**src/rtl/fir_result_reader_pkg.sv**
```systemverilog
// Shared FIR package: default widths for result words and RAM addressing,
// plus the state encoding of the result reader FSM.
//   FIR_DATA_W : result word width
//   FIR_ADDR_W : coefficient/result RAM address width
//   FIR_COL_W  : column-mux select width (4:1 mux)
package fir_result_reader_pkg;

    localparam int FIR_DATA_W = 22;
    localparam int FIR_ADDR_W = 8;
    localparam int FIR_COL_W  = 2;

    typedef enum logic [1:0] {
        ST_IDLE   = 2'd0,
        ST_READ   = 2'd1,
        ST_DRAIN  = 2'd2,
        ST_FINISH = 2'd3
    } rd_state_e;

endpackage

```
**src/rtl/fir_result_reader_if.sv**
```systemverilog
// Bus bundle between the result reader, the result RAM and the downstream sink.
//   RAM side   : mem_nce, mem_nwrt, mem_row, mem_col (reader -> RAM), mem_dout (RAM -> reader)
//   Sink side  : m_data, m_valid (reader -> sink), m_ready (sink -> reader)
// master = result reader, slave = RAM model plus sink.
interface fir_result_reader_if
    import fir_result_reader_pkg::*;
#(
    parameter int DATA_W = FIR_DATA_W,
    parameter int ADDR_W = FIR_ADDR_W,
    parameter int COL_W  = FIR_COL_W
);
    logic                     mem_nce;
    logic                     mem_nwrt;
    logic [ADDR_W-COL_W-1:0]  mem_row;
    logic [COL_W-1:0]         mem_col;
    logic [DATA_W-1:0]        mem_dout;
    logic [DATA_W-1:0]        m_data;
    logic                     m_valid;
    logic                     m_ready;

    modport master (
        output mem_nce, mem_nwrt, mem_row, mem_col, m_data, m_valid,
        input  mem_dout, m_ready
    );

    modport slave (
        input  mem_nce, mem_nwrt, mem_row, mem_col, m_data, m_valid,
        output mem_dout, m_ready
    );

endinterface

```
**src/rtl/fir_result_reader_skid_fifo.sv**
```systemverilog
// fir_skid_fifo: 2-entry FIFO that absorbs RAM read data while the sink stalls.
//   clk, rst   : clock, synchronous active-high reset
//   push       : capture push_data this edge (caller guarantees room)
//   push_data  : word to capture
//   pop        : head is consumed this edge (ignored when empty)
//   head_data  : oldest stored word
//   head_valid : FIFO not empty
//   count      : number of stored words, 0..2
module fir_skid_fifo
    import fir_result_reader_pkg::*;
#(
    parameter int DATA_W = FIR_DATA_W
) (
    input  logic              clk,
    input  logic              rst,
    input  logic              push,
    input  logic [DATA_W-1:0] push_data,
    input  logic              pop,
    output logic [DATA_W-1:0] head_data,
    output logic              head_valid,
    output logic [1:0]        count
);

    logic [DATA_W-1:0] mem_q [2];
    logic              wr_ptr_q;
    logic              rd_ptr_q;
    logic [1:0]        count_q;
    logic              do_pop;

    assign head_valid = (count_q != 2'd0);
    assign head_data  = mem_q[rd_ptr_q];
    assign count      = count_q;
    assign do_pop     = pop && head_valid;

    // NOTE: state is written with non-blocking assignments so every register
    // samples pre-edge values regardless of statement order.
    always_ff @(posedge clk) begin
        if (rst) begin
            // NOTE: the two storage words are reset so the head reads zero after
            // reset; this is cheap at depth 2 and keeps m_data deterministic.
            mem_q[0] <= '0;
            mem_q[1] <= '0;
            wr_ptr_q <= 1'b0;
            rd_ptr_q <= 1'b0;
            count_q  <= 2'd0;
        end else begin
            if (push) begin
                mem_q[wr_ptr_q] <= push_data;
                wr_ptr_q        <= ~wr_ptr_q;
            end
            if (do_pop) begin
                rd_ptr_q <= ~rd_ptr_q;
            end
            // Simultaneous push and pop leaves the occupancy unchanged.
            case ({push, do_pop})
                2'b10:   count_q <= count_q + 2'd1;
                2'b01:   count_q <= count_q - 2'd1;
                default: count_q <= count_q;
            endcase
        end
    end

endmodule

```
**src/rtl/fir_result_reader.sv**
```systemverilog
// fir_result_reader: dumps num_words consecutive words of the result RAM,
// starting at base_addr, to a valid/ready sink in address order.
//   clk, rst   : clock, synchronous active-high reset
//   start      : one-cycle dump request, honoured only when idle
//   base_addr  : first RAM address (wraps 255 -> 0)
//   num_words  : words to dump, 0..256
//   busy       : dump in progress
//   done       : one-cycle pulse after the last word is accepted
//   bus        : RAM read port and result stream (fir_result_reader_if.master)
module fir_result_reader
    import fir_result_reader_pkg::*;
#(
    parameter int DATA_W = FIR_DATA_W,
    parameter int ADDR_W = FIR_ADDR_W,
    parameter int COL_W  = FIR_COL_W
) (
    input  logic                clk,
    input  logic                rst,
    input  logic                start,
    input  logic [ADDR_W-1:0]   base_addr,
    input  logic [ADDR_W:0]     num_words,
    output logic                busy,
    output logic                done,
    fir_result_reader_if.master bus
);

    localparam logic [ADDR_W:0]   CNT_ONE  = 1;
    localparam logic [ADDR_W-1:0] ADDR_ONE = 1;

    rd_state_e         state_q, state_d;
    logic [ADDR_W-1:0] addr_q;
    logic [ADDR_W:0]   rd_left_q;
    logic [ADDR_W:0]   xfer_left_q;
    logic              rd_pend_q;
    logic [1:0]        fifo_count;
    logic              fifo_valid;
    logic [2:0]        occupancy;
    logic              issue;
    logic              accept;
    logic              xfer;

    assign xfer = fifo_valid && bus.m_ready;

    // Words issued but not yet handed to the sink, after this cycle's transfer.
    // Crediting the transfer lets a read go out every cycle while the sink keeps up.
    assign occupancy = {1'b0, fifo_count} + {2'b00, rd_pend_q} - {2'b00, xfer};

    always_comb begin
        // NOTE: every output gets a default first so no path leaves a latch behind.
        state_d = state_q;
        issue   = 1'b0;
        accept  = 1'b0;
        unique case (state_q)
            ST_IDLE: begin
                if (start) begin
                    if (num_words == '0) begin
                        state_d = ST_FINISH;
                    end else begin
                        accept  = 1'b1;
                        state_d = ST_READ;
                    end
                end
            end
            ST_READ: begin
                issue = (occupancy < 3'd2);
                if (issue && rd_left_q == CNT_ONE) begin
                    state_d = ST_DRAIN;
                end
            end
            ST_DRAIN: begin
                if (xfer && xfer_left_q == CNT_ONE) begin
                    state_d = ST_FINISH;
                end
            end
            ST_FINISH: state_d = ST_IDLE;
            default:   state_d = ST_IDLE;
        endcase
    end

    always_ff @(posedge clk) begin
        if (rst) begin
            state_q     <= ST_IDLE;
            addr_q      <= '0;
            rd_left_q   <= '0;
            xfer_left_q <= '0;
            rd_pend_q   <= 1'b0;   // drops any read still in flight
        end else begin
            state_q   <= state_d;
            rd_pend_q <= issue;
            if (accept) begin
                addr_q      <= base_addr;
                rd_left_q   <= num_words;
                xfer_left_q <= num_words;
            end else begin
                if (issue) begin
                    addr_q    <= addr_q + ADDR_ONE;
                    rd_left_q <= rd_left_q - CNT_ONE;
                end
                if (xfer) begin
                    xfer_left_q <= xfer_left_q - CNT_ONE;
                end
            end
        end
    end

    // RAM data is valid the cycle after the enabled edge, so capture on rd_pend_q.
    fir_skid_fifo #(
        .DATA_W (DATA_W)
    ) u_fifo (
        .clk        (clk),
        .rst        (rst),
        .push       (rd_pend_q),
        .push_data  (bus.mem_dout),
        .pop        (bus.m_ready),
        .head_data  (bus.m_data),
        .head_valid (fifo_valid),
        .count      (fifo_count)
    );

    assign bus.m_valid  = fifo_valid;
    assign bus.mem_nce  = ~issue;
    assign bus.mem_nwrt = 1'b1;
    assign bus.mem_row  = addr_q[ADDR_W-1:COL_W];
    assign bus.mem_col  = addr_q[COL_W-1:0];
    assign busy         = (state_q == ST_READ) || (state_q == ST_DRAIN);
    assign done         = (state_q == ST_FINISH);

endmodule
```
**src/flat_wrapper.sv**
```systemverilog
// flat-port wrapper written by rule: the top's interface ports become plain ports
module fir_result_reader_flat import fir_result_reader_pkg::*;
#(
    parameter int DATA_W = FIR_DATA_W,
    parameter int ADDR_W = FIR_ADDR_W,
    parameter int COL_W  = FIR_COL_W
)
  (clk, rst, start, base_addr, num_words, busy, done, bus_mem_nce, bus_mem_nwrt, bus_mem_row, bus_mem_col, bus_m_data, bus_m_valid, bus_mem_dout, bus_m_ready);
  fir_result_reader_if #(.DATA_W(DATA_W), .ADDR_W(ADDR_W), .COL_W(COL_W)) bus_i ();
  input  logic clk;
  input  logic rst;
  input  logic start;
  input  logic [ADDR_W-1:0] base_addr;
  input  logic [ADDR_W:0] num_words;
  output logic busy;
  output logic done;
  output wire logic [$bits(bus_i.mem_nce)-1:0] bus_mem_nce;
  output wire logic [$bits(bus_i.mem_nwrt)-1:0] bus_mem_nwrt;
  output wire logic [$bits(bus_i.mem_row)-1:0] bus_mem_row;
  output wire logic [$bits(bus_i.mem_col)-1:0] bus_mem_col;
  output wire logic [$bits(bus_i.m_data)-1:0] bus_m_data;
  output wire logic [$bits(bus_i.m_valid)-1:0] bus_m_valid;
  input wire logic [$bits(bus_i.mem_dout)-1:0] bus_mem_dout;
  input wire logic [$bits(bus_i.m_ready)-1:0] bus_m_ready;
  assign bus_mem_nce = bus_i.mem_nce;
  assign bus_mem_nwrt = bus_i.mem_nwrt;
  assign bus_mem_row = bus_i.mem_row;
  assign bus_mem_col = bus_i.mem_col;
  assign bus_m_data = bus_i.m_data;
  assign bus_m_valid = bus_i.m_valid;
  assign bus_i.mem_dout = bus_mem_dout;
  assign bus_i.m_ready = bus_m_ready;
  fir_result_reader #(.DATA_W(DATA_W), .ADDR_W(ADDR_W), .COL_W(COL_W)) u_core (.clk(clk), .rst(rst), .start(start), .base_addr(base_addr), .num_words(num_words), .busy(busy), .done(done), .bus(bus_i));
endmodule
```
**config.mk**
```make
export PLATFORM = sky130hd
export DESIGN_NAME = fir_result_reader_flat
export DESIGN_NICKNAME = d
export VERILOG_FILES = /design/src/rtl/fir_result_reader_pkg.sv /design/src/rtl/fir_result_reader_if.sv /design/src/rtl/fir_result_reader_skid_fifo.sv /design/src/rtl/fir_result_reader.sv /design/src/flat_wrapper.sv
export SDC_FILE = /design/constraint.sdc
export NUM_CORES = 1
export LEC_CHECK = 0
export CAP_MARGIN = 20
export CORE_UTILIZATION = 40
export CTS_CLUSTER_DIAMETER = 50
export DETAILED_ROUTE_END_ITERATION = 10
export HOLD_SLACK_MARGIN = 0.08
export PLACE_DENSITY = 0.66
export SLEW_MARGIN = 20
export SYNTH_ARGS = -nofsm -noshare
export SYNTH_HDL_FRONTEND = slang
export SYNTH_SLANG_ARGS = --single-unit
```
**constraint.sdc**
```tcl
create_clock -name clk -period 3.5 [get_ports clk]
set_clock_uncertainty 0.15 [all_clocks]
set_input_delay 0.35 -clock clk [delete_from_list [all_inputs] [get_ports clk]]
set_output_delay 0.35 -clock clk [all_outputs]
set_load 0.02 [all_outputs]
```
# After elaboration in Yosys (flattened, before gate mapping)
# Memories as Yosys holds them, arrays and structs flattened. A register that Yosys moved wholly into a read port is not among the register bits.
# Index checks and enable logic that the tools add are counted.
# totals
in_bits,43
output_inout_bits,35
register_bits,33
wordCells,68
n_memories,1
ramBits,44
# memory_table
name,depth,word_bits,rd,rd_clocked_by_memory_dff,write_ports,line,source
u_core.u_fifo.mem_q,2,22,1,1,2,fir_result_reader_skid_fifo.sv:24,logic [DATA_W-1:0] mem_q [2];
# classes
n_eq_ne,10
muxes,26
addsub,7
magnitude_cmp,1
bitwise,3
reduce_logical,12
# ops
operator,n
$mux W9,4
$mux W22,1
$reduce_or A22 Y1,1
$eq A9 B1 Y1 const B,2
$sub A9 B1 Y9 const B,2
$mux W8,2
$mux W1,13
$logic_not A9 Y1,1
$add A8 B1 Y8 const B,1
$mux W2,4
$pmux W2 S4,1
$reduce_bool A2 Y1,4
$eq A2 B2 Y1 const B,3
$eq A2 B1 Y1 const B,2
$ne A2 B1 Y1 const B,2
$pmux W2 S2,1
$add A2 B1 Y3,1
$logic_and A1 B1 Y1,3
$lt A3 B2 Y1 const B,1
$not A1 Y1,3
$reduce_and A3 Y1,1
$sub A3 B1 Y3,1
$add A2 B1 Y2 const B,1
$logic_not A2 Y1,1
other kinds (3),3

# Longest topological paths before layout
# Gate-level depths: netlist (run 1).
# depth
ltp_word,7
ltp_mapped,10
mapped_depth_nobuf,9

# By module
# A second synthesis (run 1) with hierarchy kept.
# unflattened
cells_unflattened,366
area_unflattened_um2,3878.7
# by_module_without_submodules
mod,cells_per_inst,seq_area_each_um2,area_each_um2,n_inst
fir_skid_fifo,165,1421.4,2124.5,1
fir_result_reader,201,580.6,1754.2,1

# Worst setup path after synthesis (run 1)
# No wires, ideal clock.
# synth_timing
path_kind,register to register
from,register u_core.u_fifo.count_q[1] (netlist: u_core.u_fifo.count[1])
to,register u_core.state_q[1]
arrival_time_ns,3.069
n_path_buf,1
slack_ns,0.161
stages_incl_launch_ff,10
t_required_ns,3.229
setup_ns,0.121
period_less_slack_ns,3.339
path_cell_list,dfxtp_1 > o21a_1 > buf_1 > ha_1 > nand2b_1 > fa_1 > xor2_1 > o41a_1 > a211oi_1 > mux2_2
# synth_via
elab_chain_cells,7
word_cells_on_any_way,10
cone_classes,add/sub (2); order compare (1); eq/ne (2); reduce/logical (5)
# synth_lines
item,line,source
start: declaration,fir_result_reader_skid_fifo.sv:27,logic [1:0] count_q;
start signal: assignment,fir_result_reader_skid_fifo.sv:56,2'b10: count_q <= count_q + 2'd1;
start signal: assignment,fir_result_reader_skid_fifo.sv:57,2'b01: count_q <= count_q - 2'd1;
start signal: assignment,fir_result_reader_skid_fifo.sv:58,default: count_q <= count_q;
$reduce_bool A2 Y1 (*),fir_result_reader_skid_fifo.sv:30,assign head_valid = (count_q != 2'd0);
$logic_and A1 B1 Y1 (*),-,
net u_core.u_fifo.do_pop,fir_result_reader_skid_fifo.sv:28,logic do_pop;
$sub A3 B1 Y3,fir_result_reader.sv:46,"assign occupancy = {1'b0, fifo_count} + {2'b00, rd_pend_q} - {2'b00, xfer};"
$lt A3 B2 Y1,fir_result_reader.sv:65,issue = (occupancy < 3'd2);
$logic_and A1 B1 Y1,fir_result_reader.sv:66,if (issue && rd_left_q == CNT_ONE) begin
$ne A2 B1 Y1 (no source line),-,
$reduce_and A3 Y1 (no source line) (*),-,
end signal: assignment,fir_result_reader.sv:88,state_q <= state_d;
end: declaration,fir_result_reader.sv:30,"rd_state_e state_q, state_d;"
# The timed path passes the listed nets; every way through them passes the cells marked *.
# A chain may end at the register's enable or synchronous reset.

# Final worst setup path (run 1)
# layout_timing
from,register u_core.u_fifo.count_q[0] (netlist: u_core.u_fifo.count[0])
to,output port bus_mem_nce
# layout_via
elab_chain_cells,6
word_cells_on_any_way,7
cone_classes,add/sub (2); order compare (1); mux (1); bitwise (1); reduce/logical (2)
# layout_lines
item,line,source
branches (longest 2 deep; another with $add A2 B1 Y3),-,
$sub A3 B1 Y3 (*),fir_result_reader.sv:46,
$lt A3 B2 Y1 (*),fir_result_reader.sv:65,
$mux W1 (*),fir_result_reader.sv:53,unique case (state_q)
$not A1 Y1 (*),fir_result_reader.sv:121,assign bus.mem_nce = ~issue;
end: declaration,flat_wrapper.sv:17,output wire logic [$bits(bus_i.mem_nce)-1:0] bus_mem_nce;
# Mark *: on every way between the ends.

==> key figures, run 1 <==
Status
  – Outcome: finished, final reports clean

Floorplanning
  – Die X: 99.1 µm
  – Cell Rows: 35
  – Core area: 0.00920 mm²
  – Die Span Y: 99.1 µm
  – Die ar.: 0.00982 mm²
  – IO Pins: 78
  – Initial Util: 41.0%

Yosys
  – Yosys warns: 0
  – Synth Cell Area: 0.00377 mm²
  – Syn avg cell area: 11.2 µm²
  – Post-synth cell types: 42
  – Top cell type's share of synthesized area: 35.0%
  – Register bit total from synthesis: 78
  – Seq/Total Area, Yosys: 53.1%
  – Post-synth net total: 393
  – Synth area leaders: edfxtp_1 (35%), dfxtp_1 (18%), and2_1 (7.6%)
  – Synth area leader: edfxtp_1
  – Cell count after synthesis: 337

Layout
  – Final non-filler cell area: 0.00491 mm²
  – N_diodes: 0
  – Most frequent cells in the layout: clkdlybuf4s50_1 (75), and2_1 (46), edfxtp_1 (44)
  – Share of post-route cells with drive strength above 1: 13.6%
  – Area grow syn2layout: 30.1%
  – Commonest non-fill, non-tap cell in the layout: clkdlybuf4s50_1
  – Fin nets: 476

Worst setup path
  – Slowest Stage Delay on Critical Path: 0.42 ns
  – Buf/Inv on CP: 2
  – Crit Path Category: flop to output port
  – Crit path max fanout: 5
  – Worst path slowest cell: fa_1
  – Worst path cell trace: o21a_1 > ha_1 > nand2b_1 > fa_1 > xor2_1 > nor2_1 > inv_1 > dlymetal6s2s_1
  – R2r worst-path depth: 8
  – Worst setup SP type: flop
  – Critical path depth in cells: 8
  – CP top delay family: adder cells
  – CP required: 3.00 ns
  – CP Capture Type: output port
  – Crit path DAT: 2.59 ns

STA
  – Worst slew margin: 62.2%
  – WHS: 0.376 ns
  – Max frequency: 324 MHz
  – Post-Route Setup TNS: 0 ns
  – Final worst path period need: 3.09 ns
  – RSZ-0062 raised after global routing: no
  – Pins over their slew limit: 0
  – Final hold vios: 0
  – Least-Margin Pin Slew: 0.567 ns
  – Tcrit/Tclk final: 88.2%
  – Setup violators final: 0

Power
  – Design Power: 0.00349 W
  – Max VDD drop: 380 µV
  – Pwr Density: 712 mW/mm²
  – LEAKAGE: 1.80 nW

Clocking
  – Num CTS Buffers: 9
  – Post-cts hold buffer count: 0
  – Reg clk slew, reported paths: 0.08 ns
  – Setup Fix Bufs, Post-CTS: 0
  – H-tree depth: 3
  – Root buffer cell: clkbuf_8
  – CTS tree: built
  – Clk_lat worst skew: 0.34 ns
  – Sink Count: 78
  – Clock buffer depth: 2

Placed design
  – Hpwl dp: 5.63 mm
  – I/O Buffers: 76
  – Gpl congestion: 0.801
  – DP Area: 0.00470 mm²

Min path
  – Hold Path Depth: 2
  – Worst hold path class: flop to flop

Global route
  – Antenna violations before repair: 0
  – Grt ovf: 0
  – First-pass GRT wire length: 13.5 mm
  – Largest net degree at the start of global routing: 28
  – Vias in the first global route: 2791
  – GRT Resource Usage Total: 17.7%

Drt
  – Starting DRT DRC Count: 68
  – Vias: 2743
  – Wire per inst: 15.2 µm
  – WL met2: 3.95 mm
  – Metal1 wirelength: 3.80 mm
  – Drt pass-1 iters: 4
  – Vias per Instance: 5.12
  – DRT Wirelength: 8.15 mm
  – ANT nets after route: 0
  – Met3 WL: 329 µm
  – DRC Markers: 0
  – Top layer reached by signal wires: met4

Flow run
  – Max Cap Viol: 0
## routing by layer
| layer | vias up | track usage, % |
|---|---|---|
| met5 | - | 0 |
| met4 | 0 | 4.75 |
| met3 | 7 | 4.36 |
| met2 | 63 | 31.1 |
| met1 | 1310 | 21.8 |
| li1 | 1363 | - |
## flip-flops by register name, indices dropped and copies added, names as in the netlist, named ones only
| signal | flops |
|---|---|
| u_core.u_fifo.mem_q | 44 |
| u_core.rd_left_q | 9 |
| u_core.xfer_left_q | 9 |
| u_core.addr_q | 8 |
| u_core.state_q | 2 |
| u_core.u_fifo.count | 2 |
| u_core.rd_pend_q | 1 |
| u_core.u_fifo.rd_ptr_q | 1 |
| u_core.u_fifo.wr_ptr_q | 1 |
## Yosys cell counts (all sizes together)
cell	n
o21ai	9
conb	1
xnor2	19
clkbuf	10
or4	2
o2bb2ai	3
nand3b	1
nand4b	1
a21oi	7
a21boi	1
and2	46
o41a	1
nand3	9
mux2	23
o21a	1
nand2	12
dfxtp	34
nor4	7
fa	1
edfxtp	44
xor2	9
nand2b	2
nor4b	2
nand4	7
a311oi	1
or2	3
a211oi	13
nand4bb	1
or3	2
nor2b	2
o211a	1
inv	9
nor3	8
nor2	23
buf	5
o211ai	2
and3	2
ha	12
a31o	1
## logic make-up (layout without fill, tap and decap cells)
logic type | count (synthesis) | in the layout | synth area share [%]
flip-flops | 78 | 78 | 53.1
adder cells (fa/ha/maj) | 13 | 13 | 4.51
buffers and inverters | 24 | 112 | 2.49
multiplexers | 23 | 23 | 6.87
AO/OA/AOI/OAI | 40 | 40 | 7.23
other | 1 | 1 | 0.0994
AND/OR/NAND/NOR | 130 | 130 | 19.2
XOR/XNOR | 28 | 28 | 6.50
## where the power goes
part,internal [W],switching [W],leakage [nW]
logic,0.000708,0.000750,0.959
registers,0.00118,0.000147,0.738
clock network,0.000341,0.000368,0.103
## metrics by stage
stage | cells | utilization, % | setup WS (ns)
floorplan | 337 | - | 0.161
global placement | 520 | 51.1 | 0.141
detailed placement | 520 | 51.1 | 0.109
CTS | 536 | 53.4 | 0.00743
global route | 536 | 53.4 | 0.262
finish | 536 | 53.4 | 0.414
## tightest hold or removal path, stage by stage (launching register included)
cell and delay [ns]:
dfxtp_1 0.33, xnor2_1 0.08, nor2_1 0.08
## worst paths after layout
kind,startpoint,slack [ns],end
setup reg to reg,u_core.u_fifo.count[0],0.46,u_core.state_q[1]
hold reg to reg,u_core.u_fifo.rd_ptr_q,0.38,u_core.u_fifo.rd_ptr_q
hold / removal,u_core.u_fifo.rd_ptr_q,0.38,u_core.u_fifo.rd_ptr_q
setup / recovery,u_core.u_fifo.count[0],0.41,bus_mem_nce
## cell type report
type / count / area [µm²]
fill: 808 / 4290
sequential: 78 / 2000
multi-input combinational: 235 / 1690
timing repair buffer: 87 / 846
tap: 111 / 139
clock buffer: 9 / 124
clock inverter: 7 / 80.1
inverter: 9 / 33.8
## what timing repair did
action,in CTS,in global routing
resized for setup,0,1
hold endpoints to repair,0,0
setup endpoints to repair,0,1
No activity file was read; power rests on OpenSTA's default activity.
==> run 2, diff against run 1 <==
--- a/config.mk
+++ b/config.mk
@@ -5,12 +5,12 @@
 export SDC_FILE = /design/constraint.sdc
 export NUM_CORES = 1
 export LEC_CHECK = 0
-export CAP_MARGIN = 20
+export CAP_MARGIN = 15
 export CORE_UTILIZATION = 40
 export CTS_CLUSTER_DIAMETER = 50
 export DETAILED_ROUTE_END_ITERATION = 10
 export HOLD_SLACK_MARGIN = 0.08
-export PLACE_DENSITY = 0.66
+export PLACE_DENSITY_LB_ADDON = 0.2
 export SLEW_MARGIN = 20
 export SYNTH_ARGS = -nofsm -noshare
 export SYNTH_HDL_FRONTEND = slang
==> run 2 against run 1 <==
Register-to-register slack lost 0.04 ns. Core utilization shrank 0.055 points. Power shrank 0.98%. Largest power group unchanged.
==> key figures, run 2 (synthesis results as in run 1) <==
Placed design
  – Placed cell count: 520 (unchanged)
  – Hpwl dp: 5.49 mm (-2.4%)
  – Worst slack, placed: 0.0772 ns (-0.0316 ns)
  – I/O Buffers: 76 (unchanged)
  – DP Area: 0.00470 mm² (unchanged)
  – Gpl congestion: 0.779 (-2.7%)

Drt
  – Drt pass-1 iters: 4 (unchanged)
  – Vias per Instance: 5.09 (-0.51%)
  – Starting DRT DRC Count: 89 (+31%)
  – ANT nets after route: 0 (unchanged)
  – Vias: 2729 (-0.51%)
  – Wire per inst: 14.9 µm (-2.3%)
  – DRT Wirelength: 7.96 mm (-2.3%)
  – DRC Markers: 0 (unchanged)

Worst setup path
  – Crit path max fanout: 5 (unchanged)
  – CP Capture Type: flop
  – Worst setup SP type: flop
  – Crit Path Category: flop to flop
  – CP required: 3.59 ns (+0.59 ns)
  – Crit path DAT: 3.17 ns (+0.58 ns)

Layout
  – Fin nets: 476 (unchanged)
  – Finished Layout Cells: 536 (unchanged)
  – N_diodes: 0 (unchanged)
  – Share of post-route cells with drive strength above 1: 13.4% (-0.24 points)
  – Largest register FFs: 44 (unchanged)
  – Commonest non-fill, non-tap cell in the layout: clkdlybuf4s50_1
  – Most frequent cells in the layout: clkdlybuf4s50_1 (75), and2_1 (46), edfxtp_1 (44)
  – Final non-filler cell area: 0.00490 mm² (-0.10%)
  – Top Registers: u_core.u_fifo.mem_q (44), u_core.rd_left_q (9), u_core.xfer_left_q (9)
  – Area grow syn2layout: 30.0%
  – Register with the most flip-flops: u_core.u_fifo.mem_q

Clocking
  – Setup Fix Bufs, Post-CTS: 0 (unchanged)
  – Clock buffer depth: 2 (unchanged)
  – H-tree depth: 3 (unchanged)
  – Cts repair resizes: 0 (unchanged)
  – Reg clk slew, reported paths: 0.08 ns (about the same)
  – Sink Count: 78 (unchanged)
  – Post-cts hold buffer count: 0 (unchanged)
  – Root buffer cell: clkbuf_8
  – CTS tree: built
  – Num CTS Buffers: 9 (unchanged)
  – Clk_lat worst skew: 0.34 ns (about the same)

Power
  – Pwr Density: 706 mW/mm² (-0.88%)
  – Design Power: 0.00346 W (-0.98%)
  – LEAKAGE: 1.79 nW (-0.53%)
  – Max VDD drop: 350 µV (-8.0%)

Global route
  – First-pass GRT wire length: 12.8 mm (-4.9%)
  – Largest net degree at the start of global routing: 28 (unchanged)
  – Antenna violations before repair: 0 (unchanged)
  – Vias in the first global route: 2719 (-2.6%)
  – Grt ovf: 0 (unchanged)
  – GRT Resource Usage Total: 16.7% (-1.1 points)

STA
  – Post-Route Setup TNS: 0 ns (unchanged)
  – Max frequency: 325 MHz (+0.27%)
  – Setup violators final: 0 (unchanged)
  – Least-Margin Pin Slew: 0.555 ns (-0.0126 ns)
  – Final worst path period need: 3.08 ns (-0.00826 ns)
  – Setup slack after layout: 0.423 ns (+0.00826 ns)
  – Worst slew margin: 63.0% (+0.84 points)
  – Final hold vios: 0 (unchanged)
  – Tcrit/Tclk final: 87.9% (-0.24 points)
  – RSZ-0062 raised after global routing: no
  – Pins over their slew limit: 0 (unchanged)

Floorplanning
  – Die X: 99.1 µm (unchanged)
  – IO Pins: 78 (unchanged)
  – Initial Util: 41.0% (unchanged)
  – Core area: 0.00920 mm² (unchanged)
  – Die Span Y: 99.1 µm (unchanged)
  – Cell Rows: 35 (unchanged)
  – Die ar.: 0.00982 mm² (unchanged)

Min path
  – Worst hold path class: flop to flop

Flow run
  – Max Cap Viol: 0 (unchanged)

Status
  – Outcome: finished, final reports clean
[run 2: changes by cell type in the layout (fill, tap and decap cells not counted), sizes merged]
cell / change
clkinvlp: +1
clkinv: +1
clkbuf: +1
inv: -3
[run 2: per-layer routing]
metal	vias to the layer above	track usage [%]	share of wire, %
met3	6	3.16	3.4
li1	1363	-	-
met4	0	5.09	0.72
met1	1311	20.3	46
met2	49	29.9	50
met5	-	0	0
[run 2: layout make-up]
cell class | count | area [µm²]
fill | 833 | 4290
sequential | 78 | 2000
multi-input combinational | 235 | 1690
timing repair buffer | 87 | 846
tap | 111 | 139
clock buffer | 10 | 128
clock inverter | 6 | 71.3
inverter | 9 | 33.8
[run 2: critical path, stage by stage (launching register included)]
cell,delay [ns]
dfxtp_1,0.37
o21a_1,0.22
ha_1,0.34
nand2b_1,0.17
fa_1,0.42
xor2_1,0.19
o41a_1,0.45
a211oi_1,0.30
mux2_2,0.37
[run 2: final timing paths]
path	start	endpoint	slack [ns]	cells after the start
max	u_core.u_fifo.count[0]	u_core.state_q[1]	0.42	8
min	u_core.u_fifo.rd_ptr_q	flop	0.37	2
max reg2reg	u_core.u_fifo.count[0]	u_core.state_q[1]	0.42	8
min reg2reg	u_core.u_fifo.rd_ptr_q	flop	0.37	2
[run 2: metrics by stage]
stage / hold WS (ns) / util [%]
final: 0.371 / 53.3
after global routing: 0.421 / 53.3
after CTS: 0.381 / 53.3
after detailed placement: 0.362 / 51.1
after global placement: 0.356 / 51.1
after floorplan: 0.309 / -
[run 2: power by group]
group | internal, W | switching (W) | total, W
clock | 0.000335 | 0.000350 | 0.000685
sequential | 0.00118 | 0.000147 | 0.00133
combinational | 0.000708 | 0.000740 | 0.00145
